==> config.mk <==
export PLATFORM = sky130hd
export DESIGN_NAME = encoder
export DESIGN_NICKNAME = d
export VERILOG_FILES = /design/src/rtl/encoder.sv
export SDC_FILE = /design/constraint.sdc
export NUM_CORES = 1
export LEC_CHECK = 0
export CAP_MARGIN = 20
export CORE_UTILIZATION = 28
export DETAILED_ROUTE_END_ITERATION = 10
export SYNTH_ARGS = -nofsm -noshare
export SYNTH_HDL_FRONTEND = slang
export SYNTH_SLANG_ARGS = --single-unit
export TNS_END_PERCENT = 30
==> constraint.sdc <==
create_clock -name clk -period 3 [get_ports clk]
set_input_delay 0.45 -clock clk [delete_from_list [all_inputs] [get_ports clk]]
set_output_delay 0.45 -clock clk [all_outputs]
set_load 0.01 [all_outputs]
==> src/rtl/encoder.sv <==
// Serial frame encoder: start bit, eight data bits, odd parity, then a stop or end-of-message gap.
// Every output is a flop loaded from the next-state decode, so the outputs follow the state with no added lag.
//
//   state | meaning
//   IDLE  | line high, ready for a byte
//   START | line low for one bit time
//   SHIFT | eight data bits then the parity bit
//   STOP  | short high gap between frames of one message
//   EOM   | long high gap after the final frame
module encoder #(
  parameter int ml_fst    = 0,
  parameter int BIT_CLKS  = 8,
  parameter int STOP_CLKS = 2,
  parameter int EOM_CLKS  = 16
) (
  input  logic       clk,
  input  logic       n_rst,
  input  logic [7:0] data,
  input  logic       valid,
  input  logic       last,
  output logic       ready,
  output logic       q,
  output logic       busy,
  output logic       frame_done,
  output logic       msg_done
);

  typedef enum logic [2:0] {
    IDLE  = 3'd0,
    START = 3'd1,
    SHIFT = 3'd2,
    STOP  = 3'd3,
    EOM   = 3'd4
  } state_t;

  localparam logic [7:0] BIT_RLD  = 8'(BIT_CLKS - 1);
  localparam logic [7:0] STOP_RLD = 8'(STOP_CLKS - 1);
  localparam logic [7:0] EOM_RLD  = 8'(EOM_CLKS - 1);
  localparam logic [3:0] PAR_IDX  = 4'd8;

  state_t     state_q, state_d;
  logic [7:0] cnt_q, cnt_d;
  logic [3:0] idx_q, idx_d;
  logic [7:0] data_q, data_d;
  logic       par_q, par_d;
  logic       last_q, last_d;
  logic       q_q, q_d;
  logic       ready_q, ready_d;
  logic       busy_q, busy_d;
  logic       fdone_q, fdone_d;
  logic       mdone_q, mdone_d;
  logic       bit_sel;

  // Data bit that goes on the line for the bit index being entered.
  always_comb begin
    if (ml_fst != 0) bit_sel = data_d[3'd7 - idx_d[2:0]];
    else             bit_sel = data_d[idx_d[2:0]];
  end

  always_comb begin
    state_d = state_q;
    cnt_d   = cnt_q;
    idx_d   = idx_q;
    data_d  = data_q;
    par_d   = par_q;
    last_d  = last_q;
    fdone_d = 1'b0;
    mdone_d = 1'b0;

    case (state_q)
      IDLE: begin
        if (valid && ready_q) begin
          data_d  = data;
          par_d   = ~^data;
          last_d  = last;
          cnt_d   = BIT_RLD;
          idx_d   = 4'd0;
          state_d = START;
        end
      end
      START: begin
        if (cnt_q == 8'd0) begin
          cnt_d   = BIT_RLD;
          idx_d   = 4'd0;
          state_d = SHIFT;
        end else begin
          cnt_d = cnt_q - 8'd1;
        end
      end
      SHIFT: begin
        if (cnt_q != 8'd0) begin
          cnt_d = cnt_q - 8'd1;
        end else if (idx_q == PAR_IDX) begin
          fdone_d = 1'b1;
          if (last_q) begin
            cnt_d   = EOM_RLD;
            state_d = EOM;
          end else begin
            cnt_d   = STOP_RLD;
            state_d = STOP;
          end
        end else begin
          cnt_d = BIT_RLD;
          idx_d = idx_q + 4'd1;
        end
      end
      STOP: begin
        if (cnt_q == 8'd0) state_d = IDLE;
        else               cnt_d = cnt_q - 8'd1;
      end
      EOM: begin
        if (cnt_q == 8'd0) begin
          mdone_d = 1'b1;
          state_d = IDLE;
        end else begin
          cnt_d = cnt_q - 8'd1;
        end
      end
      default: begin
        state_d = IDLE;
        cnt_d   = 8'd0;
        idx_d   = 4'd0;
      end
    endcase

    case (state_d)
      START:   q_d = 1'b0;
      SHIFT:   q_d = (idx_d == PAR_IDX) ? par_d : bit_sel;
      default: q_d = 1'b1;
    endcase
    ready_d = (state_d == IDLE);
    busy_d  = (state_d != IDLE);
  end

  always_ff @(posedge clk or negedge n_rst) begin
    if (!n_rst) begin
      state_q <= IDLE;
      cnt_q   <= 8'd0;
      idx_q   <= 4'd0;
      data_q  <= 8'd0;
      par_q   <= 1'b0;
      last_q  <= 1'b0;
      q_q     <= 1'b1;
      ready_q <= 1'b0;
      busy_q  <= 1'b0;
      fdone_q <= 1'b0;
      mdone_q <= 1'b0;
    end else begin
      state_q <= state_d;
      cnt_q   <= cnt_d;
      idx_q   <= idx_d;
      data_q  <= data_d;
      par_q   <= par_d;
      last_q  <= last_d;
      q_q     <= q_d;
      ready_q <= ready_d;
      busy_q  <= busy_d;
      fdone_q <= fdone_d;
      mdone_q <= mdone_d;
    end
  end

  assign ready      = ready_q;
  assign q          = q_q;
  assign busy       = busy_q;
  assign frame_done = fdone_q;
  assign msg_done   = mdone_q;

endmodule

==> flow_summary_export.csv, run 1 <==
group,metric,value,unit
clock_tree,clk_pin_slew,0.06,ns
worst_setup_path,cp.arrival,2.83,ns
cells_and_area,fillers,655,
pwr,power,0.754,mW
detailed_routing,drc,0,
floorplan,io_pins,17,
worst_setup_path,r2r_start,"cnt_q[0]",
logic_synthesis,yosys-top-cells-count,"dfrtp_1 (29), a21oi_1 (14), nor2_1 (13), inv_1 (10), mux2_2 (10)",
logic_synthesis,synth_nets,203,
pwr,p_leak,0.960,nW
timing,fmax,381,MHz
clock_tree,cts_buffers,5,
clock_tree,hold_buffers,0,
floorplan,die_area,0.00689,mm²
run_status,status,"completed",
flow_run,cap_violations,0,
detailed_routing,wl_per_cell,13.9,µm
detailed_routing,firstDrtPassIters,4,
timing,setup_viol,0,
timing,period_needed,2.63,ns
cells_and_area,drive_above_1_share,13.7,%
worst_setup_path,startpoint_type,"flop",
placement,hpwl,2900,µm
worst_hold_path,hold_depth,2,
pwr,power_density,352,mW/mm²
worst_setup_path,cp_max_fo,8,
logic_synthesis,async_flop_share,100,%
detailed_routing,vias,1447,
floorplan,fp-row-count,29,
clock_tree,root_buffer,"clkbuf_8",
worst_setup_path,ff2ff_path_depth,9,
logic_synthesis,post-synth-top-area-cell,"dfrtp_1",
floorplan,fp.coreArea,0.00635,mm²
detailed_routing,wirelength,3910,µm
clock_tree,worstSkewPairLatency,0.28,ns
cells_and_area,area_delta_synth_final,16.5,%
timing,report.final.slew_viol_count,0,
timing,finalCritPeriodShare,87.6,%
timing,rsz0062_at_grt,"no",
detailed_routing,drt_iter0_markers,96,
worst_hold_path,hold_path.class,"flop to flop",
pwr,vdd_drop_max,0.189,mV
detailed_routing,ant_nets,0,
placement,numPortBuffers,16,
clock_tree,cts_sinks,30,
worst_hold_path,worst_hold_startpoint,"data_q[0]",
timing,fin_worst_skew,0.00712,ns
grt,grt_overflow,0,
timing,finalWorstSetupSlack,0.373,ns
timing,worstMarginPinSlew,0.620,ns
logic_synthesis,ys_warn_count,0,
logic_synthesis,ys_seq_elements,30,
timing,hold_viol_final,0,
logic_synthesis,ys.flop_type,"dfrtp_1",
worst_setup_path,critPathRequiredTime,3.20,ns
clock_tree,htree_num_levels,2,
cells_and_area,n_antenna_cell,0,
floorplan,die_w,83.0,µm
worst_setup_path,startpoint,"cnt_q[0]",
grt,grt_pass1_wl,6760,µm
logic_synthesis,synthTopCellsByArea,"dfrtp_1 (39%), mux2_2 (6.1%), a21oi_1 (3.8%), xnor2_1 (3.3%), ha_1 (2.7%)",
cells_and_area,fin_nets,220,
logic_synthesis,synth_top_area_share,39.5,%
logic_synthesis,syn_area_per_cell,9.83,µm²
logic_synthesis,synthMostInstantiatedCell,"dfrtp_1",
logic_synthesis,synth_area,0.00184,mm²
grt,grt_use_total,12.2,%
timing,relSlewSlack,58.4,%
grt,grt_pass1_vias,1405,
grt,antenna_found_initial,0,
timing,final.setup.tns,0,ns
floorplan,start_util,28.9,%
worst_setup_path,crit_path_end_kind,"flop",
logic_synthesis,synth_cells,187,
placement,gp_congestion,0.814,
floorplan,die_y,83.0,µm
cells_and_area,fin_util,33.7,%
logic_synthesis,seq_area_frac_synth,40.9,%
clock_tree,cts_max_path_buffers,2,
logic_synthesis,synth_edf_count,0,
clock_tree,post_cts_buffers,0,
detailed_routing,viasPerCell,5.13,
placement,dp_slack,0.225,ns
grt,grt_max_degree,31,
logic_synthesis,synth.distinct_cells,58,
clock_tree,cts_resized,0,
worst_setup_path,critical_path_class,"flop to flop",
clock_tree,cts_tree,"yes",
==> layer usage <==
metal  vias up  share of wire, %  track usage (%)
met4         0              0.59             3.29
met3         3               4.7             3.48
met2        37                48             20.0
met1       685                47             15.5
met5         -                 0                0
li1        722                 -                -
==> cells by family after synthesis <==
kind of cell               count (synthesis)  synth area share [%]
AOI/OAI and AO/OA                         55                  20.0
xor gates and xnor gates                   7                  3.34
adders and majority gates                  5                  3.27
buffers and inverters                     20                  5.10
DFF                                       30                  40.9
muxes                                     15                  8.99
and+or+nand+nor                           55                  18.4
==> path summary, 6_finish.rpt <==
| kind | endpoint | slack (ns) |
|---|---|---|
| min in group asynchronous | cnt_q[1] | 0.57 |
| max in group asynchronous | q | 2.11 |
| worst min-delay path | data_q[0] | 0.49 |
| worst max-delay path | q | 0.37 |
| worst max register to register | q | 0.37 |
| worst min register to register | data_q[0] | 0.49 |
==> critical path: stages, from the launching register on <==
cell     delay, ns
dfrtp_1       0.43
inv_1         0.12
ha_1          0.17
nor3b_2       0.33
and2_1        0.38
a221o_1       0.31
mux2_1        0.34
mux2_2        0.27
a21oi_2       0.13
a21oi_1       0.07
==> layout make-up <==
class | instances | area (µm²) | area share (%)
Timing Repair Buffer | 18 | 175 | 8.18
Inverter | 12 | 45.0 | 2.10
Clock buffer | 8 | 80.1 | 3.74
Multi-Input combinational cell | 137 | 992 | 46.3
Tap cell | 77 | 96.3 | 4.50
Sequential cell | 30 | 752 | 35.1
==> report_power, final <==
| part | internal (mW) | switching [mW] |
|---|---|---|
| clock network | 0.164 | 0.142 |
| logic | 0.0239 | 0.0193 |
| registers | 0.405 | 0 |
| total | 0.593 | 0.161 |
==> state kept, by name, summed over array words and instances (netlist names) <==
| name | flops |
|---|---|
| busy | 1 |
| data_q | 8 |
| frame_done | 1 |
| cnt_q | 8 |
| ready | 1 |
| q | 1 |
| state_q | 3 |
| idx_q | 4 |
| msg_done | 1 |
| last_q | 1 |
| par_q | 1 |
==> stage by stage <==
stage	hold WS (ns)	cells	area, µm²
2_1_floorplan	0.154	187	1840
3_3_place_gp	0.472	274	2060
3_5_place_dp	0.470	274	2060
4_1_cts	0.484	282	2140
5_1_grt	0.513	282	2140
6_report	0.485	282	2140
==> placed cells by master (no fill, tap or decap), types with 2 or more instances in the layout <==
master	synthesis	final
dfrtp_1	29	29
clkdlybuf4s50_1	0	16
a21oi_1	14	14
nor2_1	13	13
inv_1	10	10
mux2_2	10	10
xnor2_1	7	7
o21ai_0	7	7
nor3_1	6	6
nand2_1	6	6
o21ai_1	5	5
clkbuf_8	0	5
or3_1	4	4
ha_1	4	4
nor2b_1	3	3
o31ai_1	3	3
a31oi_1	3	3
nand4_1	3	3
nand3_1	3	3
mux2i_1	3	3
clkbuf_1	3	3
and3b_1	2	2
a22o_1	2	2
a21o_1	2	2
a211o_1	2	2
nand2b_1	2	2
a221o_1	2	2
mux2_1	2	2
a21oi_2	2	2
o22ai_1	2	2
buf_4	0	2
Note: power is estimated with default switching activity, not from simulation.
==> run 2: changes to the inputs <==
CAP_MARGIN = unset   (was 20)
==> results of run 2 <==
The final DEF is identical to that of run 1; final timing and power are the same.
==> run 3: changes to the inputs <==
GPL_ROUTABILITY_DRIVEN = 0   (was unset)
==> results of run 3 <==
The final DEF is identical to that of run 1; final timing and power are the same.
